===== config.mk =====
export PLATFORM = sky130hd
export DESIGN_NAME = mem_access_ctrl
export DESIGN_NICKNAME = d
export VERILOG_FILES = /design/src/rtl/mem_access_ctrl.sv
export SDC_FILE = /design/constraint.sdc
export NUM_CORES = 1
export LEC_CHECK = 0
export ABC_AREA = 1
export CAP_MARGIN = 20
export CORE_MARGIN = 1
export CORE_UTILIZATION = 31
export CTS_CLUSTER_DIAMETER = 50
export CTS_CLUSTER_SIZE = 12
export DETAILED_ROUTE_END_ITERATION = 10
export HOLD_SLACK_MARGIN = 0.06
export PLACE_DENSITY_LB_ADDON = 0.15
export SLEW_MARGIN = 20
export SYNTH_ARGS = -nofsm -noshare
export SYNTH_HDL_FRONTEND = slang
export SYNTH_SLANG_ARGS = --single-unit

===== constraint.sdc =====
create_clock -name clk -period 3.03 [get_ports clk]
set_clock_uncertainty 0.15 [all_clocks]
set_input_delay 0.606 -clock clk [delete_from_list [all_inputs] [get_ports clk]]
set_output_delay 0.606 -clock clk [all_outputs]
set_load 0.02 [all_outputs]

===== src/rtl/mem_access_ctrl.sv =====
// Data-RAM access controller: formats loads, issues direct or read-modify-write stores,
// and flags misaligned or illegal accesses with a one-cycle error response.
module mem_access_ctrl #(
    parameter int AWIDTH = 12,
    parameter int DWIDTH = 32
) (
    input  logic                clk,
    input  logic                rst_n,
    input  logic                req_valid,
    output logic                req_ready,
    input  logic                req_write,
    input  logic [1:0]          req_size,
    input  logic                req_unsigned,
    input  logic [AWIDTH+1:0]   req_addr,
    input  logic [DWIDTH-1:0]   req_wdata,
    output logic                rsp_valid,
    output logic                rsp_err,
    output logic [DWIDTH-1:0]   rsp_rdata,
    output logic [AWIDTH-1:0]   ram_addr,
    output logic [DWIDTH-1:0]   ram_qin,
    output logic [2:0]          ram_we,
    input  logic [DWIDTH-1:0]   ram_qout
);

    typedef enum logic [2:0] {
        IDLE,
        LD_ADDR,
        LD_DATA,
        RMW_RD,
        RMW_MRG,
        WR,
        RSP,
        ERR
    } state_t;

    state_t r_state;
    state_t w_state_nxt;

    logic [1:0]        r_size;
    logic [1:0]        r_off;
    logic              r_unsigned;
    logic [15:0]       r_wdata;

    logic [AWIDTH-1:0] r_ram_addr;
    logic [DWIDTH-1:0] r_ram_qin;
    logic [2:0]        r_ram_we;
    logic              r_rsp_valid;
    logic              r_rsp_err;
    logic [DWIDTH-1:0] r_rsp_rdata;

    logic              w_accept;
    logic              w_misalign;
    logic              w_direct;
    logic [7:0]        w_ld_byte;
    logic [15:0]       w_ld_half;
    logic [DWIDTH-1:0] w_ld_fmt;
    logic [DWIDTH-1:0] w_merged;

    logic [2:0]        w_we_nxt;
    logic [DWIDTH-1:0] w_qin_nxt;
    logic              w_rsp_valid_nxt;
    logic              w_rsp_err_nxt;
    logic [DWIDTH-1:0] w_rdata_nxt;

    assign req_ready = (r_state == IDLE);
    assign w_accept  = req_valid & req_ready;
    assign w_direct  = (req_addr[1:0] == 2'b00);

    assign rsp_valid = r_rsp_valid;
    assign rsp_err   = r_rsp_err;
    assign rsp_rdata = r_rsp_rdata;
    assign ram_addr  = r_ram_addr;
    assign ram_qin   = r_ram_qin;
    assign ram_we    = r_ram_we;

    always_comb begin
        case (req_size)
            2'b00:   w_misalign = 1'b0;
            2'b01:   w_misalign = req_addr[0];
            2'b10:   w_misalign = |req_addr[1:0];
            default: w_misalign = 1'b1;
        endcase
    end

    always_comb begin
        w_ld_byte = ram_qout[{r_off, 3'b000} +: 8];
        w_ld_half = r_off[1] ? ram_qout[31:16] : ram_qout[15:0];
        case (r_size)
            2'b00:   w_ld_fmt = {{(DWIDTH-8){w_ld_byte[7] & ~r_unsigned}}, w_ld_byte};
            2'b01:   w_ld_fmt = {{(DWIDTH-16){w_ld_half[15] & ~r_unsigned}}, w_ld_half};
            default: w_ld_fmt = ram_qout;
        endcase
    end

    // Only byte stores at 01/10/11 and halfword stores at 10 reach the merge.
    always_comb begin
        w_merged = ram_qout;
        if (r_size == 2'b00) begin
            w_merged[{r_off, 3'b000} +: 8] = r_wdata[7:0];
        end else begin
            w_merged[31:16] = r_wdata;
        end
    end

    always_ff @(posedge clk or negedge rst_n) begin
        if (!rst_n) begin
            r_state <= IDLE;
        end else begin
            r_state <= w_state_nxt;
        end
    end

    // Output values are computed for the state being entered, so the registered
    // outputs line up with WR, RSP and ERR without any combinational path.
    always_comb begin
        w_state_nxt     = r_state;
        w_we_nxt        = 3'b000;
        w_qin_nxt       = r_ram_qin;
        w_rsp_valid_nxt = 1'b0;
        w_rsp_err_nxt   = 1'b0;
        w_rdata_nxt     = '0;
        case (r_state)
            IDLE: begin
                if (req_valid) begin
                    if (w_misalign) begin
                        w_state_nxt     = ERR;
                        w_rsp_valid_nxt = 1'b1;
                        w_rsp_err_nxt   = 1'b1;
                    end else if (!req_write) begin
                        w_state_nxt = LD_ADDR;
                    end else if (w_direct) begin
                        w_state_nxt = WR;
                        w_we_nxt    = {1'b1, req_size};
                        w_qin_nxt   = req_wdata;
                    end else begin
                        w_state_nxt = RMW_RD;
                    end
                end
            end
            LD_ADDR: begin
                w_state_nxt = LD_DATA;
            end
            LD_DATA: begin
                w_state_nxt     = RSP;
                w_rsp_valid_nxt = 1'b1;
                w_rdata_nxt     = w_ld_fmt;
            end
            RMW_RD: begin
                w_state_nxt = RMW_MRG;
            end
            RMW_MRG: begin
                w_state_nxt = WR;
                w_we_nxt    = 3'b110;
                w_qin_nxt   = w_merged;
            end
            WR: begin
                w_state_nxt     = RSP;
                w_rsp_valid_nxt = 1'b1;
            end
            RSP: begin
                w_state_nxt = IDLE;
            end
            ERR: begin
                w_state_nxt = IDLE;
            end
            default: begin
                w_state_nxt = IDLE;
            end
        endcase
    end

    always_ff @(posedge clk or negedge rst_n) begin
        if (!rst_n) begin
            r_size     <= '0;
            r_off      <= '0;
            r_unsigned <= 1'b0;
            r_wdata    <= '0;
        end else if (w_accept) begin
            r_size     <= req_size;
            r_off      <= req_addr[1:0];
            r_unsigned <= req_unsigned;
            r_wdata    <= req_wdata[15:0];
        end
    end

    always_ff @(posedge clk or negedge rst_n) begin
        if (!rst_n) begin
            r_ram_addr  <= '0;
            r_ram_qin   <= '0;
            r_ram_we    <= 3'b000;
            r_rsp_valid <= 1'b0;
            r_rsp_err   <= 1'b0;
            r_rsp_rdata <= '0;
        end else begin
            r_ram_qin   <= w_qin_nxt;
            r_ram_we    <= w_we_nxt;
            r_rsp_valid <= w_rsp_valid_nxt;
            r_rsp_err   <= w_rsp_err_nxt;
            r_rsp_rdata <= w_rdata_nxt;
            if (w_accept && !w_misalign) begin
                r_ram_addr <= req_addr[AWIDTH+1:2];
            end
        end
    end

endmodule


== Yosys cells after proc, flatten, opt, wreduce, memory -nomap -nowiden ==
Cells that the tools add are included.
Storage, ports and cells
  flip-flop bits (word level): 105
  input port bits: 85
  output and inout port bits: 82
  logic and storage cells: 70
Operators by class
  $add $sub $neg: 1
  eq/ne operators: 14
  shift-type cells: 3
  multiplexer cells: 26
  bitwise operators: 4
  reduce and logical (&&, ||, !) cells: 11
Operators with widths (number)
  $mux 32: 5
  $pmux 32 s2: 2
  $mux 16: 3
  $bwmux 32: 1
  $shift 8x7->32 const A: 1
  $shiftx 32x6->8: 1
  $shiftx 8x7->32: 1
  $mux 3: 8
  $pmux 3 s6: 1
  $eq 3x3->1 const B: 4
  $neg 5->7: 1
  $eq 3x2->1 const B: 2
  $logic_not 2->1: 3
  $pmux 3 s2: 1
  $reduce_or 2->1: 3
  $reduce_and 5->1: 1
  $eq 2x1->1 const B: 2
  $ne 2x1->1 const B: 2
  $ne 2x2->1 const B: 2
  $and 1x1->1: 3
  $eq 3x1->1 const B: 1
  $logic_not 3->1: 1
  $mux 1: 3
  $pmux 1 s3: 1
  6 further kinds: 6

== Longest topological paths before layout ==
Gate-level depths: netlist of the first run.
  depth after elaboration: 6
  gate-level depth with buffers: 12
  mapped depth without buffers: 10

== Worst setup path after synthesis of the first run ==
OpenSTA, ideal clock, no wires.
  path type: register to register
  start point: reg r_off[1]
  end point: reg r_ram_qin[24] (netlist: ram_qin[24])
  setup time: 83 ps
  arrival time: 1875 ps
  path slack: 923 ps
  stages on the path, launching flop included: 10
  path buffers: 2
  clock period less this slack: 2107 ps
  path through: dfrtp_1 > buf_4 > inv_2 > clkbuf_1 > ha_1 > nor3_2 > nand2_1 > nand2_1 > a21boi_0 > o21ai_0
Between the ends
  word-level cells in the longest chain between the ends: 5
Ends and longest elaborated chain
  start: declaration: RTL line 40  | logic [1:0] r_off;
  start signal: assignment: RTL line 180  | r_off <= req_addr[1:0];
  $neg 5->7 *: RTL line 99  | w_merged[{r_off, 3'b000} +: 8] = r_wdata[7:0];
  $shiftx 8x7->32 / $shift 8x7->32 (equally long branches): RTL line 99
  $bwmux 32 *: RTL line 99
  $mux 16 *: RTL line 98  | if (r_size == 2'b00) begin
  $pmux 32 s2 *: RTL line 122  | case (r_state)
  end signal: assignment: RTL line 195  | r_ram_qin <= w_qin_nxt;
  end: declaration: RTL line 45  | logic [DWIDTH-1:0] r_ram_qin;
Mark *: on every way between the ends. The rest lies on a longest branch, timed or not.
A chain may end at the register's enable or synchronous reset.

== Worst setup path after layout of the first run ==
  start point: reg r_state[0]
  end point: out req_ready
Between the ends
  word-level cells in the longest chain between the ends: 1
Ends and longest elaborated chain
  start: declaration: RTL line 36  | state_t r_state;
  start signal: assignment: RTL line 109  | r_state <= w_state_nxt;
  $logic_not 3->1: RTL line 65  | assign req_ready = (r_state == IDLE);
  end: declaration: RTL line 10  | output logic req_ready,
Every way passes these cells.

==> results of run 1 <==
worst max-delay path, stage by stage (launching register included):
cell             delay (ns)
dfrtp_1                0.43
nor2_4                 0.17
nand2_2                0.10
inv_2                  0.10
clkdlybuf4s50_1        0.60
Yosys cell counts (all sizes together):
| cell type | n | area, um^2 |
|---|---|---|
| a21boi | 15 | 113 |
| nand3 | 33 | 170 |
| a31oi | 1 | 6.26 |
| o21ai | 56 | 284 |
| nor3 | 1 | 10.0 |
| or2 | 23 | 144 |
| buf | 20 | 129 |
| clkbuf | 10 | 37.5 |
| inv | 77 | 289 |
| o31ai | 1 | 7.51 |
| dfrtp | 105 | 2630 |
| clkinv | 1 | 3.75 |
| o211ai | 7 | 52.6 |
| nor2 | 60 | 245 |
| ha | 5 | 62.6 |
| nand2 | 255 | 987 |
| a21oi | 47 | 235 |
| nand4 | 8 | 50.1 |
power by group through the flow:
stage	logic [mW]	clock network [mW]	registers, mW
2_1_floorplan	2.09	0	2.74
3_3_place_gp	4.06	0	2.34
3_5_place_dp	4.08	0	2.33
4_1_cts	4.09	1.35	2.31
5_1_grt	4.50	1.40	2.37
6_report	4.05	1.30	2.31
kinds of logic (layout without fill, tap and decap cells):
family / after synthesis / count (layout) / share of synthesized area [%]
buf+inv: 108 / 274 / 8.42
fa+ha+maj: 5 / 5 / 1.15
flops: 105 / 105 / 48.2
simple gates: 380 / 380 / 29.5
compound gates: 127 / 127 / 12.8
routing by layer:
layer,GRT usage (%),wire (um),vias up
li1,-,-,2594
met3,2.93,915,24
met5,0,0,-
met1,28.6,8520,2343
met4,8.86,448,0
met2,28.7,7320,155
placed cells by master, fill, tap and decap left out, types with 5 or more instances in the layout:
master,synthesis,routed
a21boi_0,15,15
nand4_1,8,8
nor2_1,56,56
clkbuf_16,0,9
a21oi_1,47,47
nand2_1,247,247
clkdlybuf4s50_1,0,165
o211ai_1,7,7
or2_2,21,21
o21ai_1,13,13
buf_4,3,13
dfrtp_1,105,105
nand2_2,6,6
nand3_1,32,32
inv_2,7,7
o21ai_0,42,42
ha_1,5,5
inv_1,70,70
metrics by stage:
step	area (um^2)	instances	setup slack (ns)	utilization (%)	power [mW]
floorplan	5450	725	0.923	-	4.83
global placement	7340	1099	0.652	42.6	6.40
detailed placement	7340	1099	0.558	42.6	6.41
CTS	7680	1116	0.490	44.5	7.76
global route	7680	1116	0.427	44.5	8.27
finish	7680	1116	0.513	44.5	7.67
repair_timing:
item	in CTS	in global routing
hold endpoints to repair	24	0
hold buffers	1	0
buffers inserted	0	0
resized for setup	0	0
path summary, 6_finish.rpt:
kind | startpoint | endpoint | depth (start not counted) | slack (ns)
max in group asynchronous | rst_n | rsp_rdata[17] | 3 | 1.41
worst min register to register | ram_addr[6] | ram_addr[6] | 2 | 0.33
worst min-delay path | ram_addr[6] | ram_addr[6] | 2 | 0.33
min in group asynchronous | rst_n | ram_addr[5] | 2 | 0.56
worst max-delay path | r_state[0] | req_ready | 4 | 0.51
worst max register to register | r_off[1] | ram_qin[10] | 8 | 0.80
final cells by class:
type                            instances  share of cell area (%)
Clock buffer                           11                    3.16
Clock inverter                          5                    1.12
Inverter                               78                    3.81
Multi-Input combinational cell        512                    30.8
Sequential cell                       105                    34.2
Tap cell                              225                    3.67
Timing Repair Buffer                  180                    23.2
registers in the layout (all words and copies together), names as in the netlist:
| signal | cells |
|---|---|
| ram_we | 3 |
| r_off | 2 |
| r_size | 2 |
| rsp_valid | 1 |
| r_wdata | 16 |
| r_unsigned | 1 |
| rsp_rdata | 32 |
| ram_qin | 32 |
| ram_addr | 12 |
| rsp_err | 1 |
| r_state | 3 |
==> impl_metrics.py, run 1 <==
metrics = {
    "clock_tree": {
        "path_clk_slew_ns": 0.08,
        "numCtsBuffers": 9,
        "cts_tree": "done",
        "htree_levels": 3,
        "clock_path_buffers": 2,
        "cts-root-buf": "clkbuf_16",
        "clk_latency_ns": 0.36,
        "clock_sinks": 105,
    },
    "logic_synthesis": {
        "yosysUniqueCellTypes": 30,
        "yosysSeqAreaShare_pct": 48.2,
        "ys_seq_elements": 105,
        "syn_nets": 815,
        "syn_area_mm2": 0.00545,
        "yosysWarnings": 0,
        "postSynthCellCount": 725,
        "synth_area_per_cell_um2": 7.52,
    },
    "route": {
        "ant_nets": 0,
        "drc": 0,
        "post_drt_wl_per_cell_um": 15.4,
        "vias": 5116,
        "drt-initial-drc-count": 319,
        "wirelength_um": 17200,
        "first_pass_iters": 5,
        "viasPerCell": 4.58,
    },
    "global_route": {
        "antenna_found_initial": 0,
        "grtUsageTotal_pct": 19.7,
        "grt_pass1_wl_um": 27000,
        "grt_max_degree": 50,
        "overflow": 0,
        "grt_pass1_vias": 4948,
    },
    "sta": {
        "finalSetupViolations": 0,
        "holdWs_ns": 0.328,
        "finalHoldViolCount": 0,
        "worst_pin_slew_ns": 0.617,
        "fmax_ghz": 0.397,
        "tns_ns": 0,
        "period_minus_slack_ns": 2.52,
        "final-max-slew-violation-count": 0,
        "rsz0062_at_grt": "no",
        "fin_crit_sh_pct": 83.1,
        "slew_headroom_pct": 58.9,
    },
    "cells_and_area": {
        "layout-area-overhead-vs-synth_pct": 40.8,
        "seq_area_mm2": 0.00263,
        "drive_gt1_share_pct": 8.08,
        "fillers": 1767,
        "fin_nets": 976,
        "diodes": 0,
        "multi_input_area_mm2": 0.00237,
    },
    "run_status": {
        "status": "complete, no violations",
    },
    "power": {
        "power.switching_mw": 3.37,
        "vdd_drop_max_mv": 0.390,
        "power.density_mw_per_mm2": 999,
        "clkPwrFrac_pct": 17.0,
        "p_int_mw": 4.30,
        "p_seq_share_pct": 30.1,
        "p_sw_share_pct": 43.9,
        "p_comb_share_pct": 52.9,
        "p_leak_nw": 3.78,
    },
    "floorplanning": {
        "die-area_mm2": 0.0181,
        "start_util_pct": 31.6,
        "die_w_um": 135,
        "core_region_area_mm2": 0.0172,
        "rows": 48,
        "fp.dieH_um": 135,
        "io_pins": 167,
    },
    "critical_path": {
        "critPathRequiredTime_ns": 2.27,
        "cp_max_fo": 5,
        "critPathLaunchType": "flip-flop",
        "crit_arrival_ns": 1.76,
        "timing_worst_setup_path_type": "flip-flop to output port",
        "crit_path_end_kind": "output port",
    },
    "flow_run": {
        "drv_cap": 0,
    },
    "place": {
        "dp_hpwl_um": 12900,
        "gp_congestion": 0.848,
        "port_buffers": 166,
    },
    "worst_hold_path": {
        "min_path_type": "flip-flop to flip-flop",
    },
}
(Power assumes the default switching activity.)
==> inputs of run 2 (changes only) <==
- clock period: 3.03 -> 2.5 ns (I/O delays scaled with it)
==> run 2 against run 1 <==
The flow now finishes with violations (DRC). Non-clock buffer count grew 8. Final area rose by 0.96%. Die area unchanged. Sequential cell count unchanged. Final cell count up 0.72%. Setup slack got worse by 0.057 ns.
==> impl_metrics.py, run 2 (same netlist as run 1, synthesis figures left out) <==
metrics = {
    "place": {
        "port_buffers": 166,
        "placed_cell_area_mm2": 0.00741,
        "dp_cells": 1107,
        "dp_slack_ns": 0.163,
        "dp_hpwl_um": 13100,
        "gp_congestion": 0.830,
    },
    "cells_and_area": {
        "stdcell_count": 1124,
        "drive_gt1_share_pct": 9.01,
        "fin_nets": 984,
        "postLayoutCellArea_mm2": 0.00775,
        "final_cell_mix": "247 x nand2_1, 164 x clkdlybuf4s50_1, 105 x dfrtp_1",
        "final_util_pct": 45.0,
        "diodes": 0,
        "layout-area-overhead-vs-synth_pct": 42.1,
        "fillers": 1769,
        "mostFrequentLayoutCell": "nand2_1",
    },
    "clock_tree": {
        "cts_tree": "done",
        "numCtsBuffers": 9,
        "postCtsSetupRepairBufs": 0,
        "clock_path_buffers": 2,
        "path_clk_slew_ns": 0.08,
        "clock_sinks": 105,
        "cts-root-buf": "clkbuf_16",
        "clk_latency_ns": 0.36,
        "htree_levels": 3,
    },
    "flow_run": {
        "drv_cap": 0,
    },
    "floorplanning": {
        "start_util_pct": 31.6,
        "fp.dieH_um": 135,
        "rows": 48,
        "core_region_area_mm2": 0.0172,
        "io_pins": 167,
        "die_w_um": 135,
        "die-area_mm2": 0.0181,
    },
    "worst_hold_path": {
        "worstHoldStart": "ram_addr[3]",
        "min_path_type": "flip-flop to flip-flop",
    },
    "sta": {
        "worst_slack_ns": 0.456,
        "finalSetupViolations": 0,
        "fin_crit_sh_pct": 81.7,
        "finalHoldViolCount": 0,
        "fmax_ghz": 0.489,
        "holdWs_ns": 0.323,
        "rsz0062_at_grt": "no",
        "final-max-slew-violation-count": 0,
        "period_minus_slack_ns": 2.04,
        "slew_headroom_pct": 60.0,
        "tns_ns": 0,
        "worst_pin_slew_ns": 0.600,
    },
    "critical_path": {
        "r2r_start": "r_off[1]",
        "crit_arrival_ns": 1.39,
        "timing_worst_setup_path_type": "flip-flop to output port",
        "cp_num_buf_inv": 2,
        "cp_top_family": "flip-flops",
        "crit_path_end_kind": "output port",
        "path_cells": "nor2_4 -> nand2_2 -> inv_2 -> dlymetal6s2s_1",
        "critPathMaxStageDelay_ns": 0.44,
        "slowest_stage": "dfrtp_1",
        "worstSetupStartpoint": "r_state[0]",
        "cp_max_fo": 5,
        "critPathRequiredTime_ns": 1.85,
        "critPathLaunchType": "flip-flop",
    },
    "power": {
        "vdd_drop_max_mv": 0.596,
        "p_sw_share_pct": 43.9,
        "clkPwrFrac_pct": 16.7,
        "p_seq_share_pct": 29.4,
        "power_mw": 9.41,
        "power.density_mw_per_mm2": 1210,
        "p_comb_share_pct": 53.9,
        "power.switching_mw": 4.13,
        "p_leak_nw": 3.83,
        "p_int_mw": 5.28,
    },
    "route": {
        "ant_nets": 0,
        "drt-initial-drc-count": 346,
        "post_drt_wl_per_cell_um": 15.5,
        "first_pass_iters": 8,
        "drc": 2,
        "viasPerCell": 4.62,
        "wirelength_um": 17400,
        "vias": 5188,
    },
    "run_status": {
        "status": "finished with violations",
        "violations": "DRC",
    },
    "global_route": {
        "grt_pass1_vias": 4979,
        "overflow": 0,
        "grt_max_degree": 58,
        "grt_pass1_wl_um": 27300,
        "grtUsageTotal_pct": 19.9,
        "antenna_found_initial": 0,
    },
}
run 2: changes by cell type in the layout (fill, tap and decap cells not counted), sizes merged:
cell           change
buf                +8
clkbuf             -1
clkdlybuf4s50      -1
clkinv             -1
clkinvlp           +2
dlymetal6s2s       +1
run 2: what timing repair did:
item	4_1_cts	5_1_grt
resized for setup	0	1
endpoints found under the setup margin	0	1
hold buffers	1	0
hold endpoints to repair	29	0
run 2: worst paths after layout:
check / to / slack (ns) / depth (start not counted)
min in group asynchronous: rsp_rdata[28] / 0.47 / 2
min: ram_addr[3] / 0.32 / 2
max reg2reg: ram_qin[10] / 0.48 / 8
min reg2reg: ram_addr[3] / 0.32 / 2
max: req_ready / 0.46 / 4
max in group asynchronous: ram_we[2] / 1.06 / 3
run 2: area by class of cell:
class	count	area, um^2	share of cell area (%)
clock inverter	6	88.8	1.15
sequential	105	2630	33.9
multi-input combinational	512	2370	30.5
timing repair buffer	188	1850	23.9
clock buffer	10	239	3.08
tap	225	282	3.63
inverter	78	293	3.78
run 2: worst register-to-register path, cell delays in order, from the launching register on:
cell     delay [ns]
dfrtp_1        0.36
inv_2          0.05
ha_1           0.33
inv_1          0.05
nor2_1         0.12
nand3_1        0.23
o21ai_0        0.41
nand2_1        0.10
o21ai_1        0.14
run 2: power groups by stage:
stage | logic, mW | clock network, mW | registers [mW]
finish | 5.07 | 1.57 | 2.76
global route | 5.62 | 1.68 | 2.83
CTS | 5.12 | 1.62 | 2.77
detailed placement | 5.09 | 0 | 2.79
global placement | 5.05 | 0 | 2.81
floorplan | 2.53 | 0 | 3.32
run 2: routing by layer:
layer	up-vias	track usage (%)	share of wire, %
met5	-	0	0
met4	0	5.87	1.8
li1	2607	-	-
met3	17	4.92	6.0
met1	2402	28.0	48
met2	162	30.1	44
==> inputs of run 3 (changes only) <==
- clock period: 2.5 -> 2 ns (I/O delays scaled with it)
==> run 3 against run 2 <==
The run now ends clean. Register-to-register slack got worse by 0.35 ns. Highest routed layer unchanged. Largest cell class unchanged. Sequential share of layout area down 1.2 points. Sequential power grew 25%. Largest power group unchanged.
==> impl_metrics.py, run 3 (same netlist as run 1, synthesis figures left out) <==
metrics = {
    "power": {
        "power_mw": 12.1,
        "p_leak_nw": 3.99,
        "vdd_drop_max_mv": 0.632,
        "power.density_mw_per_mm2": 1500,
    },
    "clock_tree": {
        "clk_latency_ns": 0.36,
        "cts_tree": "done",
        "postCtsSetupRepairBufs": 0,
        "cts-root-buf": "clkbuf_16",
        "htree_levels": 3,
        "clock_path_buffers": 2,
        "path_clk_slew_ns": 0.08,
        "numCtsBuffers": 9,
        "clock_sinks": 105,
    },
    "worst_hold_path": {
        "whs_path_depth": 2,
        "min_path_type": "flip-flop to flip-flop",
        "worstHoldStart": "ram_addr[2]",
        "whs_endpoint": "ram_addr[2]",
    },
    "floorplanning": {
        "rows": 48,
        "start_util_pct": 31.6,
        "io_pins": 167,
        "die-area_mm2": 0.0181,
        "fp.dieH_um": 135,
        "core_region_area_mm2": 0.0172,
        "die_w_um": 135,
    },
    "route": {
        "vias": 5243,
        "ant_nets": 0,
        "wirelength_um": 17500,
        "viasPerCell": 4.54,
        "drc": 0,
        "post_drt_wl_per_cell_um": 15.2,
        "first_pass_iters": 5,
        "drt-initial-drc-count": 486,
    },
    "global_route": {
        "grtUsageTotal_pct": 20.1,
        "use_met1_pct": 29.2,
        "grt_util_met3_pct": 3.34,
        "overflow": 0,
        "grt.busiest_layer": "met2",
        "antenna_found_initial": 0,
        "grt_max_degree": 49,
        "grt_pass1_vias": 5092,
        "grt_pass1_wl_um": 27600,
        "grt_use_met2_pct": 29.9,
    },
    "run_status": {
        "status": "complete, no violations",
    },
    "critical_path": {
        "critPathLaunchType": "flip-flop",
        "slowest_stage": "clkdlybuf4s50_1",
        "critPathMaxStageDelay_ns": 0.62,
        "crit_path_end_kind": "output port",
        "timing_worst_setup_path_type": "flip-flop to output port",
        "cp_max_fo": 2,
        "r2r_start": "r_off[1]",
        "r2r_end": "ram_qin[25]",
        "crit_arrival_ns": 1.37,
        "path_cells": "clkdlybuf4s50_1",
        "critPathRequiredTime_ns": 1.45,
        "cp_top_family": "buffers and inverters",
        "r2r_cells": 8,
        "cp_num_buf_inv": 1,
        "ff2ff_setup_slack_ns": 0.13,
    },
    "place": {
        "dp_slack_ns": -0.157,
        "gp_congestion": 0.832,
        "port_buffers": 166,
        "dp_hpwl_um": 13400,
        "dp_cells": 1139,
    },
    "flow_run": {
        "drv_cap": 0,
    },
    "sta": {
        "fin_crit_sh_pct": 96.0,
        "slew_headroom_pct": 72.6,
        "worst_pin_slew_ns": 0.411,
        "worst_slack_ns": 0.0797,
        "finalSetupViolations": 0,
        "fmax_ghz": 0.521,
        "rsz0062_at_grt": "no",
        "finalHoldViolCount": 0,
        "final-max-slew-violation-count": 0,
        "holdWs_ns": 0.324,
        "period_minus_slack_ns": 1.92,
    },
    "cells_and_area": {
        "stdcell_count": 1156,
        "multi_input_area_mm2": 0.00240,
        "final_cell_mix": "246 x nand2_1, 164 x clkdlybuf4s50_1, 105 x dfrtp_1",
        "layout-area-overhead-vs-synth_pct": 47.4,
        "mostFrequentLayoutCell": "nand2_1",
        "fillers": 1764,
        "seq_area_mm2": 0.00263,
        "drive_gt1_share_pct": 12.7,
        "fin_nets": 1016,
        "diodes": 0,
    },
}
## run 3: worst max path at each step
stage	start	end	depth (start not counted)
floorplan	r_off[1]	ram_qin[10]	10
global placement	req_addr[0]	ram_qin[22]	10
detailed placement	req_addr[0]	ram_qin[18]	10
CTS	r_state[0]	req_ready	4
global route	req_addr[0]	ram_qin[22]	10
finish	ram_qin[15]	ram_qin[15]	1
## run 3: cell type report
cell class	instances	area share (%)
sequential	105	32.7
tap	225	3.50
clock buffer	10	2.97
inverter	78	3.64
multi-input combinational	512	29.9
timing repair buffer	220	26.4
clock inverter	6	0.918
## run 3: tightest hold or removal path: cells and delay by family (launching register included)
kind             cells  cell delay, ns
and+or+nand+nor      2            0.10
DFF                  1            0.35
## run 3: metal layers
layer  up-vias  wire, um
met5         -         0
met4         0       333
met3        22       940
met2       172      7620
met1      2379      8620
li1       2670         -
## run 3: timing repair
action | in CTS | in global routing
gates resized for setup | 2 | 9
pin swaps | 0 | 1
endpoints found under the hold margin | 28 | 0
endpoints found under the setup margin | 2 | 34
hold buffers | 1 | 0
## run 3: power breakdown
group | switching (mW) | internal, mW
Combinational | 3.97 | 2.78
Clock | 0.847 | 1.02
Sequential | 0.471 | 2.98
## run 3: metrics by stage
step                utilization (%)  instance area (um^2)  setup TNS [ns]
CTS                            46.5                  8020               0
finish                         46.6                  8040               0
global placement               44.7                  7700           -2.00
global route                   46.6                  8040               0
floorplan                         -                  5460               0
detailed placement             44.7                  7700           -2.69
